$ cat src/rtl/nmi_arb_pkg.sv
// Shared types and constants for the two-master nmi arbiter.
package nmi_arb_pkg;

  localparam int unsigned ADDR_W = 32;
  localparam int unsigned DATA_W = 32;
  localparam int unsigned STRB_W = DATA_W / 8;

  localparam logic [1:0] GNT_NONE = 2'b00;
  localparam logic [1:0] GNT_CPU  = 2'b01;
  localparam logic [1:0] GNT_DMA  = 2'b10;

  localparam logic [DATA_W-1:0] ERR_RDATA_DEFAULT = 32'hDEAD_BEEF;

  typedef enum logic [1:0] {
    ARB_IDLE,
    ARB_BUSY_CPU,
    ARB_BUSY_DMA
  } arb_state_e;

  // Request payload a master holds stable until it sees ready.
  typedef struct packed {
    logic [ADDR_W-1:0] addr;
    logic [DATA_W-1:0] wdata;
    logic [STRB_W-1:0] wstrb;
  } nmi_req_t;

endpackage

$ cat src/rtl/nmi_arb_wdt.sv
// Busy-cycle watchdog: counts enabled cycles and flags the last allowed one.
module nmi_arb_wdt #(
  parameter int unsigned TIMEOUT_CYC = 256
) (
  input  logic clk_i,
  input  logic rst_n_i,
  input  logic clr_i,
  input  logic en_i,
  output logic expire_c_o
);

  localparam int unsigned CNT_W = (TIMEOUT_CYC > 0) ? $clog2(TIMEOUT_CYC + 1) : 1;
  // Value seen in the final busy cycle; meaningless (and unused) when disabled.
  localparam logic [CNT_W-1:0] LAST_CNT = CNT_W'(TIMEOUT_CYC - 1);

  logic [CNT_W-1:0] cnt_q, cnt_d;

  // Clear has priority over counting.
  always_comb begin
    cnt_d = cnt_q;
    if (clr_i) begin
      cnt_d = '0;
    end else if (en_i) begin
      cnt_d = cnt_q + CNT_W'(1);
    end
  end

  // Counter register.
  always_ff @(posedge clk_i or negedge rst_n_i) begin
    if (!rst_n_i) begin
      cnt_q <= '0;
    end else begin
      cnt_q <= cnt_d;
    end
  end

  assign expire_c_o = (TIMEOUT_CYC != 0) && en_i && (cnt_q == LAST_CNT);

endmodule

$ cat src/rtl/nmi_arb2.sv
// Round-robin arbiter merging the CPU and DMA nmi masters onto one nmi bus,
// with a watchdog that completes transactions nobody acknowledges.
module nmi_arb2
  import nmi_arb_pkg::*;
#(
  parameter int unsigned       TIMEOUT_CYC = 256,
  parameter logic [DATA_W-1:0] ERR_RDATA   = ERR_RDATA_DEFAULT
) (
  input  logic              clk_i,
  input  logic              rst_n_i,
  // CPU request port
  input  logic              cpu_nmi_valid_i,
  input  logic [ADDR_W-1:0] cpu_nmi_addr_i,
  input  logic [DATA_W-1:0] cpu_nmi_wdata_i,
  input  logic [STRB_W-1:0] cpu_nmi_wstrb_i,
  output logic              cpu_nmi_ready_o,
  output logic [DATA_W-1:0] cpu_nmi_rdata_o,
  // DMA request port
  input  logic              dma_nmi_valid_i,
  input  logic [ADDR_W-1:0] dma_nmi_addr_i,
  input  logic [DATA_W-1:0] dma_nmi_wdata_i,
  input  logic [STRB_W-1:0] dma_nmi_wstrb_i,
  output logic              dma_nmi_ready_o,
  output logic [DATA_W-1:0] dma_nmi_rdata_o,
  // Merged downstream bus
  output logic              mst_nmi_valid_o,
  output logic [ADDR_W-1:0] mst_nmi_addr_o,
  output logic [DATA_W-1:0] mst_nmi_wdata_o,
  output logic [STRB_W-1:0] mst_nmi_wstrb_o,
  input  logic              mst_nmi_ready_i,
  input  logic [DATA_W-1:0] mst_nmi_rdata_i,
  // Status
  output logic [1:0]        grant_o,
  output logic              err_o,
  output logic [ADDR_W-1:0] err_addr_o,
  input  logic              err_clr_i
);

  arb_state_e        state_q, state_d;
  logic [1:0]        grant_q, grant_d;
  logic [1:0]        last_grant_q, last_grant_d;
  logic              err_q, err_d;
  logic [ADDR_W-1:0] err_addr_q, err_addr_d;

  logic              wdt_clr, wdt_en, wdt_expire_c;
  nmi_req_t          cpu_req, dma_req, src_req;
  logic              src_valid;
  logic [1:0]        own_gnt;
  logic              own_ready;
  logic [DATA_W-1:0] own_rdata;

  assign cpu_req = {cpu_nmi_addr_i, cpu_nmi_wdata_i, cpu_nmi_wstrb_i};
  assign dma_req = {dma_nmi_addr_i, dma_nmi_wdata_i, dma_nmi_wstrb_i};

  nmi_arb_wdt #(
    .TIMEOUT_CYC(TIMEOUT_CYC)
  ) u_wdt (
    .clk_i      (clk_i),
    .rst_n_i    (rst_n_i),
    .clr_i      (wdt_clr),
    .en_i       (wdt_en),
    .expire_c_o (wdt_expire_c)
  );

  // Next-state, bus routing and completion (normal or watchdog) logic.
  always_comb begin
    state_d         = state_q;
    last_grant_d    = last_grant_q;
    err_d           = err_q;
    err_addr_d      = err_addr_q;
    wdt_clr         = 1'b0;
    wdt_en          = 1'b0;
    src_valid       = 1'b0;
    src_req         = '0;
    own_gnt         = GNT_NONE;
    own_ready       = 1'b0;
    own_rdata       = '0;
    mst_nmi_valid_o = 1'b0;
    mst_nmi_addr_o  = '0;
    mst_nmi_wdata_o = '0;
    mst_nmi_wstrb_o = '0;
    cpu_nmi_ready_o = 1'b0;
    cpu_nmi_rdata_o = '0;
    dma_nmi_ready_o = 1'b0;
    dma_nmi_rdata_o = '0;

    // A timeout later in this block overrides the clear.
    if (err_clr_i) begin
      err_d = 1'b0;
    end

    case (state_q)
      ARB_IDLE: begin
        wdt_clr = 1'b1;
        if (cpu_nmi_valid_i && (!dma_nmi_valid_i || (last_grant_q == GNT_DMA))) begin
          state_d = ARB_BUSY_CPU;
        end else if (dma_nmi_valid_i) begin
          state_d = ARB_BUSY_DMA;
        end
      end
      ARB_BUSY_CPU, ARB_BUSY_DMA: begin
        wdt_en = 1'b1;
        if (state_q == ARB_BUSY_DMA) begin
          src_valid = dma_nmi_valid_i;
          src_req   = dma_req;
          own_gnt   = GNT_DMA;
        end else begin
          src_valid = cpu_nmi_valid_i;
          src_req   = cpu_req;
          own_gnt   = GNT_CPU;
        end
        mst_nmi_valid_o = src_valid;
        mst_nmi_addr_o  = src_req.addr;
        mst_nmi_wdata_o = src_req.wdata;
        mst_nmi_wstrb_o = src_req.wstrb;
        if (!src_valid) begin
          // Owner abandoned its request: drop it silently.
          state_d = ARB_IDLE;
        end else if (mst_nmi_ready_i) begin
          own_ready    = 1'b1;
          own_rdata    = mst_nmi_rdata_i;
          last_grant_d = own_gnt;
          state_d      = ARB_IDLE;
        end else if (wdt_expire_c) begin
          mst_nmi_valid_o = 1'b0;
          own_ready       = 1'b1;
          own_rdata       = ERR_RDATA;
          err_d           = 1'b1;
          err_addr_d      = src_req.addr;
          last_grant_d    = own_gnt;
          state_d         = ARB_IDLE;
        end
      end
      default: begin
        state_d = ARB_IDLE;
      end
    endcase

    if (state_q == ARB_BUSY_CPU) begin
      cpu_nmi_ready_o = own_ready;
      cpu_nmi_rdata_o = own_rdata;
    end
    if (state_q == ARB_BUSY_DMA) begin
      dma_nmi_ready_o = own_ready;
      dma_nmi_rdata_o = own_rdata;
    end

    case (state_d)
      ARB_BUSY_CPU: grant_d = GNT_CPU;
      ARB_BUSY_DMA: grant_d = GNT_DMA;
      default:      grant_d = GNT_NONE;
    endcase
  end

  // State and status registers.
  always_ff @(posedge clk_i or negedge rst_n_i) begin
    if (!rst_n_i) begin
      state_q      <= ARB_IDLE;
      grant_q      <= GNT_NONE;
      last_grant_q <= GNT_DMA;
      err_q        <= 1'b0;
      err_addr_q   <= '0;
    end else begin
      state_q      <= state_d;
      grant_q      <= grant_d;
      last_grant_q <= last_grant_d;
      err_q        <= err_d;
      err_addr_q   <= err_addr_d;
    end
  end

  assign grant_o    = grant_q;
  assign err_o      = err_q;
  assign err_addr_o = err_addr_q;

endmodule

$ cat config.mk
export PLATFORM = sky130hd
export DESIGN_NAME = nmi_arb2
export DESIGN_NICKNAME = d
export VERILOG_FILES = /design/src/rtl/nmi_arb_pkg.sv /design/src/rtl/nmi_arb_wdt.sv /design/src/rtl/nmi_arb2.sv
export SDC_FILE = /design/constraint.sdc
export NUM_CORES = 1
export LEC_CHECK = 0
export CORE_AREA = 2 2 132 134
export CTS_BUF_LIST = sky130_fd_sc_hd__clkbuf_4
export DETAILED_ROUTE_END_ITERATION = 6
export DIE_AREA = 0 0 134 136
export REMOVE_ABC_BUFFERS = 1
export SYNTH_ARGS = -nofsm -noshare
export SYNTH_HDL_FRONTEND = slang
export SYNTH_SLANG_ARGS = --single-unit
$ cat constraint.sdc
create_clock -name clk_i -period 3.8 [get_ports clk_i]
set_input_delay 0.76 -clock clk_i [delete_from_list [all_inputs] [get_ports clk_i]]
set_output_delay 0.76 -clock clk_i [all_outputs]
set_load 0.01 [all_outputs]
# == After elaboration in Yosys (flattened, before gate mapping) ==
# Cells that the tools add are included.
# op_classes
n_eq_ne,6
n_reduce_logical,10
n_addsub,1
mux,41
n_bitwise,1
# ops
cell,count
32-bit two-way mux,8
68-bit two-way mux,1
1-bit two-way mux,19
9-bit two-way mux,2
2-bit two-way mux,8
"9-bit by 1-bit adder with 9-bit output, second input constant",1
"9-bit by 8-bit == test with 1-bit output, second input constant",1
2-bit case mux with 2 select lines,2
"2-bit == test, second input constant",3
"2-bit by 1-bit == test with 1-bit output, second input constant",2
4-bit two-way mux,1
4-bit AND reduction,1
2-bit nonzero test,2
3-bit AND reduction,1
1-bit logical AND,2
2-bit logical NOT,1
2-bit OR reduction,1
1-bit logical NOT,1
1-bit logical OR,1
1-bit inverter,1
# word_totals
regBits,48
inputBits,174
out_inout_bits,170

# == Depth between registers and ports, before layout ==
# Gate-level depths: netlist of run 1.
# depth
depth_word,10
depth_mapped,8
depth_no_buf,8

# == Modules after synthesis ==
# A second synthesis of run 1 with hierarchy kept.
# unflattened
cells_unflattened,435
area_unflattened_um2,3774.9
# modules_own_cells
mod,cells_each,n_inst,area_per_inst_um2
nmi_arb2,390,1,3328.2
nmi_arb_wdt,45,1,446.7

# == Worst setup path after synthesis of run 1 ==
# OpenSTA, ideal clock, no wires.
# synth_path
kind,reg2out
startpoint,register u_wdt.cnt_q[0]
endpoint,output dma_nmi_rdata_o[10]
stages_incl_launch_ff,8
t_required_ps,3040
t_arrival_ps,1790
path_slack_ps,1250
path_cell_list,dfrtp_1 ha_1 nand3_1 nor2_1 ha_1 o2111ai_1 clkbuf_1 nor2_1
# synth_between
elab_chain_cells,7
# synth_lines
item,line,source
start: declaration,nmi_arb_wdt.sv:16,"logic [CNT_W-1:0] cnt_q, cnt_d;"
start signal: assignment,nmi_arb_wdt.sv:33,cnt_q <= cnt_d;
9-bit by 8-bit == test with 1-bit output,nmi_arb_wdt.sv:37,assign expire_c_o = (TIMEOUT_CYC != 0) && en_i && (cnt_q == LAST_CNT);
1-bit logical AND,nmi_arb_wdt.sv:37,
32-bit two-way mux,nmi_arb2.sv:124,end else if (wdt_expire_c) begin
32-bit two-way mux,nmi_arb2.sv:119,end else if (mst_nmi_ready_i) begin
32-bit two-way mux,nmi_arb2.sv:116,if (!src_valid) begin
32-bit two-way mux,nmi_arb2.sv:92,case (state_q)
32-bit two-way mux,nmi_arb2.sv:143,if (state_q == ARB_BUSY_DMA) begin
end: declaration,nmi_arb2.sv:24,"output logic [DATA_W-1:0] dma_nmi_rdata_o,"
# Every way passes these cells.

# == Worst setup path in the final report of run 1 ==
# layout_path
startpoint,input cpu_nmi_valid_i
endpoint,output dma_nmi_rdata_o[22]
# layout_between
elab_chain_cells,5
# layout_lines
item,line,source
start: declaration,nmi_arb2.sv:12,"input logic cpu_nmi_valid_i,"
1-bit two-way mux,nmi_arb2.sv:103,if (state_q == ARB_BUSY_DMA) begin
1-bit two-way mux,nmi_arb2.sv:92,
32-bit two-way mux,nmi_arb2.sv:116,
32-bit two-way mux,nmi_arb2.sv:92,
32-bit two-way mux,nmi_arb2.sv:143,
# Every way passes these cells. The select of a mux whose other input is x is not followed.

==> metrics, run 1 <==
Layout Cells excl Fill 1015; met2 WL 8.901 mm; share of the clock period used by the worst path after layout 0.9291; result of the run finished clean; overall routed net length 15.66 mm; Iteration-0 DRC Markers 109; Synth area leader sky130_fd_sc_hd__dfrtp_1; floorplan core area 16880 um2; initial antenna violation count 0; total clock buffers created by CTS 5; capturing element type of the critical path output port; max-slew violations 0; via count of the first global-routing pass 4169; data arrival time of the critical path 2770 ps; most frequent cell on the critical path sky130_fd_sc_hd__clkdlybuf4s50_1; number of clock sinks 48; Reg power frac 0.165; worst hold margin 499.4 ps; ratio of total power to cell area 467.3 nW/um2; num ports 344; post-placement setup slack 278.6 ps; cell at the slowest stage of the critical path sky130_fd_sc_hd__clkdlybuf4s50_1; number of vias per cell 4.239; synthesized instance count 454; Design Power 3.559 mW; aggregate global routing overflow 0; Final Net Count 968; total net switching power 1.408 mW; RePlAce Congestion 0.7982; worst path cell trace clkdlybuf4s50_1 > mux2i_1 > and2b_4 > and3_1 > and2_1 > clkdlybuf4s50_1; Least-Margin Pin Slew 1144 ps; maximum net fanout on the critical path 8; final instance area 7615 um2; area share of the largest cell type after synthesis 0.3065; worst skew pair latency 360 ps; global router's overall resource usage 0.1607; number of nets still failing antenna checks after routing 0; Cell Rows 48; required time worst endpoint 3040 ps; part of the Yosys area used for sequential elements 0.3133; final routed wire length divided by cell count 15.43 um; count of state elements after synthesis 48; average size of a mapped cell 8.452 um2; unique cell type count in the Yosys netlist 33; Max-Slew Margin vs Limit 0.2373; starting density of the core 0.2274; Max Used Layer met4; Setup violations, final 0; largest stage delay on the critical path 540 ps; clock buffer depth 2; maximum number of pins on one net before global-route repair 49; max-cap check violation count 0; number of hold violations in the final report 0; Root Driver sky130_fd_sc_hd__clkbuf_4; top area cells in the synthesized netlist sky130_fd_sc_hd__dfrtp_1, sky130_fd_sc_hd__mux2i_1, sky130_fd_sc_hd__nor2b_1; fin worst setup slack 269.6 ps; Main synth FF type sky130_fd_sc_hd__dfrtp_1; startpoint class of the critical path primary input; Achievable Freq 283.3 MHz; Post-DP Area 7512 um2; vertical extent of the die 136 um; Cell Area, Synth 3837 um2; Syn-to-layout area delta 98.43%; global-route wire length before repair 23.00 mm; number of enable flip-flop cells after synthesis 0; via count 4303; first-pass detailed-route iteration total 4; proportion of power drawn by the clock network 0.088; die boundary width 134 um; share of flip-flops with an asynchronous set or reset 1.000; H-Tree Depth 2; fraction of power spent switching nets 0.3957; dpl cells 1004; DRC violations left 0; clock-pin slew of the registers on the worst-case setup and hold paths 140 ps; post-layout min period 3530 ps; kind of critical path primary input to output port; P_leak 3.491 nW; layout cell share with drive strength beyond 1 0.03422; routed metal-1 wirelength 5.597 mm; fill cell total of the finished layout 1623; unrepaired setup endpoints after global routing false; internal power 2.151 mW; TritonCTS clock tree done; Routed met3 length 1.053 mm; total half-perimeter wirelength after legalization and detailed placement 13.04 mm; count of hold buffers inserted by post-cts repair 0; share of total power in combinational logic 0.747; count of yosys warnings during synthesis 0; overall die area 18220 um2; worst ir drop on vdd 0.3036 mV; largest clock skew in the final design 12.76 ps; type of the tightest min-delay check flop to flop; count of buffers from port buffering 343
-- path summary, 6_finish.rpt --
path | start | endpoint | slack [ps] | cells past startpoint
worst min-delay path | u_wdt.cnt_q[8]$_DFFE_PN0P_ | u_wdt.cnt_q[8]$_DFFE_PN0P_ | 500 | 2
worst max-delay path | cpu_nmi_valid_i | dma_nmi_rdata_o[22] | 270 | 6
min in group asynchronous | rst_n_i | err_addr_o[0]$_DFFE_PN0P_ | 610 | 1
worst min register to register | u_wdt.cnt_q[8]$_DFFE_PN0P_ | u_wdt.cnt_q[8]$_DFFE_PN0P_ | 500 | 2
worst max register to register | state_q[1]$_DFF_PN0_ | grant_o[0]$_DFF_PN0_ | 1410 | 7
max in group asynchronous | rst_n_i | u_wdt.cnt_q[3]$_DFFE_PN0P_ | 2500 | 1
-- repair_timing --
item | 4_1_cts | 5_1_grt
resized for setup | 0 | 1
setup buffers | 0 | 2
setup endpoints to repair | 0 | 5
-- logic make-up (layout without fill, tap and decap cells) --
kind of cell,after synthesis,count (layout),share of synthesized area
buffers and inverters,73,408,0.07956
flip-flops,48,48,0.3133
XOR/XNOR,2,2,0.004566
AO/OA/AOI/OAI,26,26,0.04141
multiplexers,103,103,0.2687
adder cells (fa/ha/maj),6,6,0.01956
AND/OR/NAND/NOR,196,196,0.2729
other,0,1,0
-- final cells by class --
cell class                 count  area [um2]  area share
clock buffer                   5       37.54    0.004929
multi-input combinational    333        2356      0.3094
tap                          225       281.5     0.03697
antenna                        1       2.502   0.0003286
clock inverter                 3       42.54    0.005587
sequential                    48        1202      0.1579
timing repair buffer         353        3516      0.4617
inverter                      47       176.4     0.02317
-- sequential cells by signal (all words and copies together), names as in the netlist --
| signal | cells |
|---|---|
| err_o | 1 |
| grant_o | 2 |
| state_q | 2 |
| u_wdt.cnt_q | 9 |
| last_grant_q | 2 |
| err_addr_o | 32 |
-- placed cells by master, fill, tap and decap left out, types with 3 or more instances in the layout --
cell,n
sky130_fd_sc_hd__o21ai_0,15
sky130_fd_sc_hd__a21oi_1,3
sky130_fd_sc_hd__mux2i_1,103
sky130_fd_sc_hd__ha_1,4
sky130_fd_sc_hd__inv_1,47
sky130_fd_sc_hd__buf_4,9
sky130_fd_sc_hd__nor3_1,4
sky130_fd_sc_hd__nor2b_1,95
sky130_fd_sc_hd__and2_1,8
sky130_fd_sc_hd__nand3_1,5
sky130_fd_sc_hd__nand2b_1,3
sky130_fd_sc_hd__nand2_1,9
sky130_fd_sc_hd__nor2_1,63
sky130_fd_sc_hd__clkbuf_4,5
sky130_fd_sc_hd__clkdlybuf4s50_1,342
sky130_fd_sc_hd__dfrtp_1,47
-- power groups by stage --
stage	logic, mW	clock network (mW)	registers, mW
finish	2.66	0.314	0.587
global route	2.85	0.350	0.592
CTS	2.70	0.331	0.586
detailed placement	2.69	0	0.596
global placement	2.67	0	0.593
floorplan	1.35	0	0.589
-- layer usage --
metal,vias to the layer above,global-route usage
met5,-,0
met4,0,0.02364
met3,7,0.03729
met2,163,0.3225
met1,2006,0.1728
li1,2127,-
-- metrics by stage --
step,utilization,setup TNS [ps]
final,0.4512,0
after global routing,0.4511,0
after CTS,0.4499,0
after detailed placement,0.4451,0
after global placement,0.4451,0
after floorplan,-,-134150
-- cell usage after synthesis, types with 4 or more instances --
cell type / count
sky130_fd_sc_hd__nor2b_1: 95
sky130_fd_sc_hd__clkbuf_1: 13
sky130_fd_sc_hd__nand3_1: 6
sky130_fd_sc_hd__nor3_1: 4
sky130_fd_sc_hd__buf_2: 10
sky130_fd_sc_hd__mux2i_1: 103
sky130_fd_sc_hd__nand2_1: 9
sky130_fd_sc_hd__dfrtp_1: 47
sky130_fd_sc_hd__o21ai_0: 15
sky130_fd_sc_hd__ha_1: 6
sky130_fd_sc_hd__and2_1: 8
sky130_fd_sc_hd__nor2_1: 63
sky130_fd_sc_hd__inv_1: 47
-- critical path: cells and delay by family --
family        cells  cell delay (ps)
mux               1              120
simple gates      3              810
buf+inv           2             1070
No activity file was read; power rests on OpenSTA's default activity.
==> inputs of run 2 (changes only) <==
--- a/config.mk
+++ b/config.mk
@@ -9,6 +9,7 @@
 export CTS_BUF_LIST = sky130_fd_sc_hd__clkbuf_4
 export DETAILED_ROUTE_END_ITERATION = 6
 export DIE_AREA = 0 0 134 136
+export HOLD_SLACK_MARGIN = 0.05
 export REMOVE_ABC_BUFFERS = 1
 export SYNTH_ARGS = -nofsm -noshare
 export SYNTH_HDL_FRONTEND = slang
==> constraint.sdc (replaced) <==
create_clock -name clk_i -period 4.16 [get_ports clk_i]
set_input_delay 0.832 -clock clk_i [delete_from_list [all_inputs] [get_ports clk_i]]
set_output_delay 0.832 -clock clk_i [all_outputs]
set_load 0.01 [all_outputs]
==> run 2 against run 1 <==
Die area stayed put. Global-route usage is 0.078 points lower. Sequential share of layout area is 0.078 points higher. Count of clock-buffer cells in the layout is 2 higher. First-iteration DRC count is 12% higher. Clock power is 26% lower. Worst hold slack better by 1.3 ps. Via count is 1.7% lower. Non-clock buffer count is 3 lower. Critical endpoint unchanged. Wire length is 1.7% lower.
==> metrics, run 2 (same netlist as run 1, synthesis figures left out) <==
result of the run finished clean (unchanged); type of the tightest min-delay check flop to flop (unchanged); RePlAce Congestion 0.7655 (was 0.7982); number of vias per cell 4.171 (was 4.239); kind of cell adding the most delay to the critical path buffers and inverters (unchanged); number of flip-flops under the largest register name 32 (unchanged); data arrival time of the critical path 2960 ps (was 2770 ps); most common library cell in the layout ignoring fill and taps sky130_fd_sc_hd__clkdlybuf4s50_1 (unchanged); aggregate global routing overflow 0 (unchanged); required time worst endpoint 3330 ps (was 3040 ps); dpl cells 1003 (was 1004); most frequent cell on the critical path sky130_fd_sc_hd__clkdlybuf4s50_1 (unchanged); post-layout min period 3795 ps; largest stage delay on the critical path 590 ps (was 540 ps); R2R cell count 7 (unchanged); Achievable Freq 263.5 MHz; total half-perimeter wirelength after legalization and detailed placement 12.89 mm (was 13.04 mm); Root Driver sky130_fd_sc_hd__clkbuf_4 (unchanged); Setup Fix Bufs, Post-CTS 0 (unchanged); area of the multi-input gates 2360 um2 (was 2356 um2); Layout Cells excl Fill 1014 (was 1015); fin worst setup slack 365.4 ps (was 269.6 ps); Hold Path Sink u_wdt.cnt_q[8]$_DFFE_PN0P_ (unchanged); global router's overall resource usage 0.1599 (was 0.1607); die boundary width 134 um (unchanged); post-placement setup slack 243.9 ps (was 278.6 ps); Final Net Count 965 (was 968); count of buffers from port buffering 343 (unchanged); final routed wire length divided by cell count 15.19 um (was 15.43 um); global-route wire length before repair 22.88 mm (was 23.00 mm); worst skew pair latency 360 ps (about the same); Reg2Reg Launch Point state_q[0]$_DFF_PN0_ (was state_q[1]$_DFF_PN0_); kind of critical path primary input to output port (unchanged); num ports 344 (unchanged); initial antenna violation count 2 (was 0); Setup violations, final 0 (unchanged); maximum number of pins on one net before global-route repair 49 (unchanged); worst-case register-to-register setup slack 1810 ps (was 1410 ps); Hold Path Origin u_wdt.cnt_q[8]$_DFFE_PN0P_ (unchanged); startpoint class of the critical path primary input (unchanged); ratio of total power to cell area 418.6 nW/um2 (was 467.3 nW/um2); vertical extent of the die 136 um (unchanged); number of nets still failing antenna checks after routing 0 (unchanged); floorplan core area 16880 um2 (unchanged); overall routed net length 15.40 mm (was 15.66 mm); max-slew violations 0 (unchanged); RR Endpoint grant_o[0]$_DFF_PN0_ (unchanged); number of hold violations in the final report 0 (unchanged); Syn-to-layout area delta 97.46% (was 98.43%); via count of the first global-routing pass 4169 (unchanged); clock buffer depth 2 (unchanged); overall die area 18220 um2 (unchanged); fill cell total of the finished layout 1621 (was 1623); share of the clock period used by the worst path after layout 0.9122; leading cell types in the layout, fill and taps excluded sky130_fd_sc_hd__clkdlybuf4s50_1, sky130_fd_sc_hd__mux2i_1, sky130_fd_sc_hd__nor2b_1, sky130_fd_sc_hd__nor2_1 (unchanged); clock-pin slew of the registers on the worst-case setup and hold paths 140 ps (about the same); Iteration-0 DRC Markers 122 (was 109); TritonCTS clock tree done (unchanged); H-Tree Depth 2 (unchanged); worst ir drop on vdd 0.3894 mV (was 0.3036 mV); largest clock skew in the final design 18.49 ps (was 12.76 ps); number of clock sinks 48 (unchanged); via count 4229 (was 4303); starting density of the core 0.2274 (unchanged); Cell Rows 48 (unchanged); maximum net fanout on the critical path 8 (unchanged); cell at the slowest stage of the critical path sky130_fd_sc_hd__clkdlybuf4s50_1 (unchanged); worst path bufs/invs 2 (unchanged); capturing element type of the critical path output port (unchanged); P_leak 3.463 nW (was 3.491 nW); unrepaired setup endpoints after global routing false (unchanged); flip-flop and latch area 1202 um2 (unchanged); layout cell share with drive strength beyond 1 0.02926 (was 0.03422); DRC violations left 0 (unchanged); worst hold path stage count 2 (unchanged); Least-Margin Pin Slew 637.9 ps (was 1144 ps); Max-Slew Margin vs Limit 0.5747 (was 0.2373); total clock buffers created by CTS 5 (unchanged); first-pass detailed-route iteration total 4 (unchanged); worst path cell trace clkdlybuf4s50_1 > mux2i_1 > and2b_4 > and3_1 > and2_1 > clkdlybuf4s50_1 (unchanged); max-cap check violation count 0 (unchanged)
[run 2: worst max path at each step]
stage | startpoint | cells after the start | endpoint
after global placement | dma_nmi_valid_i | 6 | cpu_nmi_rdata_o[13]
after global routing | dma_nmi_valid_i | 6 | cpu_nmi_rdata_o[14]
final | dma_nmi_valid_i | 6 | dma_nmi_rdata_o[22]
after CTS | dma_nmi_valid_i | 6 | cpu_nmi_rdata_o[13]
after floorplan | state_q[0]$_DFF_PN0_ | 4 | dma_nmi_rdata_o[0]
after detailed placement | dma_nmi_valid_i | 6 | cpu_nmi_rdata_o[13]
[run 2: layout make-up]
cell class	count	share of cell area
multi-input cells	333	0.3114
clock inverters	1	0.0004954
flip-flops and latches	48	0.1587
inverters	47	0.02328
clock buffers	7	0.006935
repair buffers	350	0.4610
diodes	3	0.0009908
well taps	225	0.03715
[run 2: layer usage]
metal | part of all wire | track usage
met1 | 0.36 | 0.1813
met2 | 0.56 | 0.3077
met3 | 0.066 | 0.03617
met4 | 0.010 | 0.02837
met5 | 0 | 0
[run 2: power by group]
group | leakage [nW] | total (mW) | internal [mW] | switching, mW
Clock | 0.0338 | 0.233 | 0.0786 | 0.154
Combinational | 2.94 | 2.41 | 1.32 | 1.08
Sequential | 0.490 | 0.534 | 0.502 | 0.0321
Total | 3.46 | 3.17 | 1.90 | 1.27
[run 2: worst register-to-register path, stage by stage, from the launching register on]
cell and delay (ps):
sky130_fd_sc_hd__dfrtp_1 480, sky130_fd_sc_hd__inv_1 130, sky130_fd_sc_hd__ha_2 360, sky130_fd_sc_hd__buf_4 280, sky130_fd_sc_hd__or4b_1 490, sky130_fd_sc_hd__nor2_1 250, sky130_fd_sc_hd__a221o_1 190, sky130_fd_sc_hd__o21ai_0 70
[run 2: timing repair]
item                       4_1_cts  5_1_grt
hold buffers                     0        0
gates resized for setup          0        1
setup endpoints to repair        0        1
[run 2: through the flow]
| stage | hold WS [ps] | utilization | instance area [um2] | TNS, ps | power (mW) |
|---|---|---|---|---|---|
| 6_report | 500.6 | 0.4490 | 7577 | 0 | 3.172 |
| 3_5_place_dp | 470.7 | 0.4447 | 7505 | 0 | 2.991 |
| 5_1_grt | 544.3 | 0.4488 | 7575 | 0 | 3.385 |
| 3_3_place_gp | 470.4 | 0.4447 | 7505 | 0 | 2.972 |
| 2_1_floorplan | 449.8 | - | 3709 | -82550 | 1.773 |
| 4_1_cts | 503.2 | 0.4480 | 7561 | 0 | 3.233 |
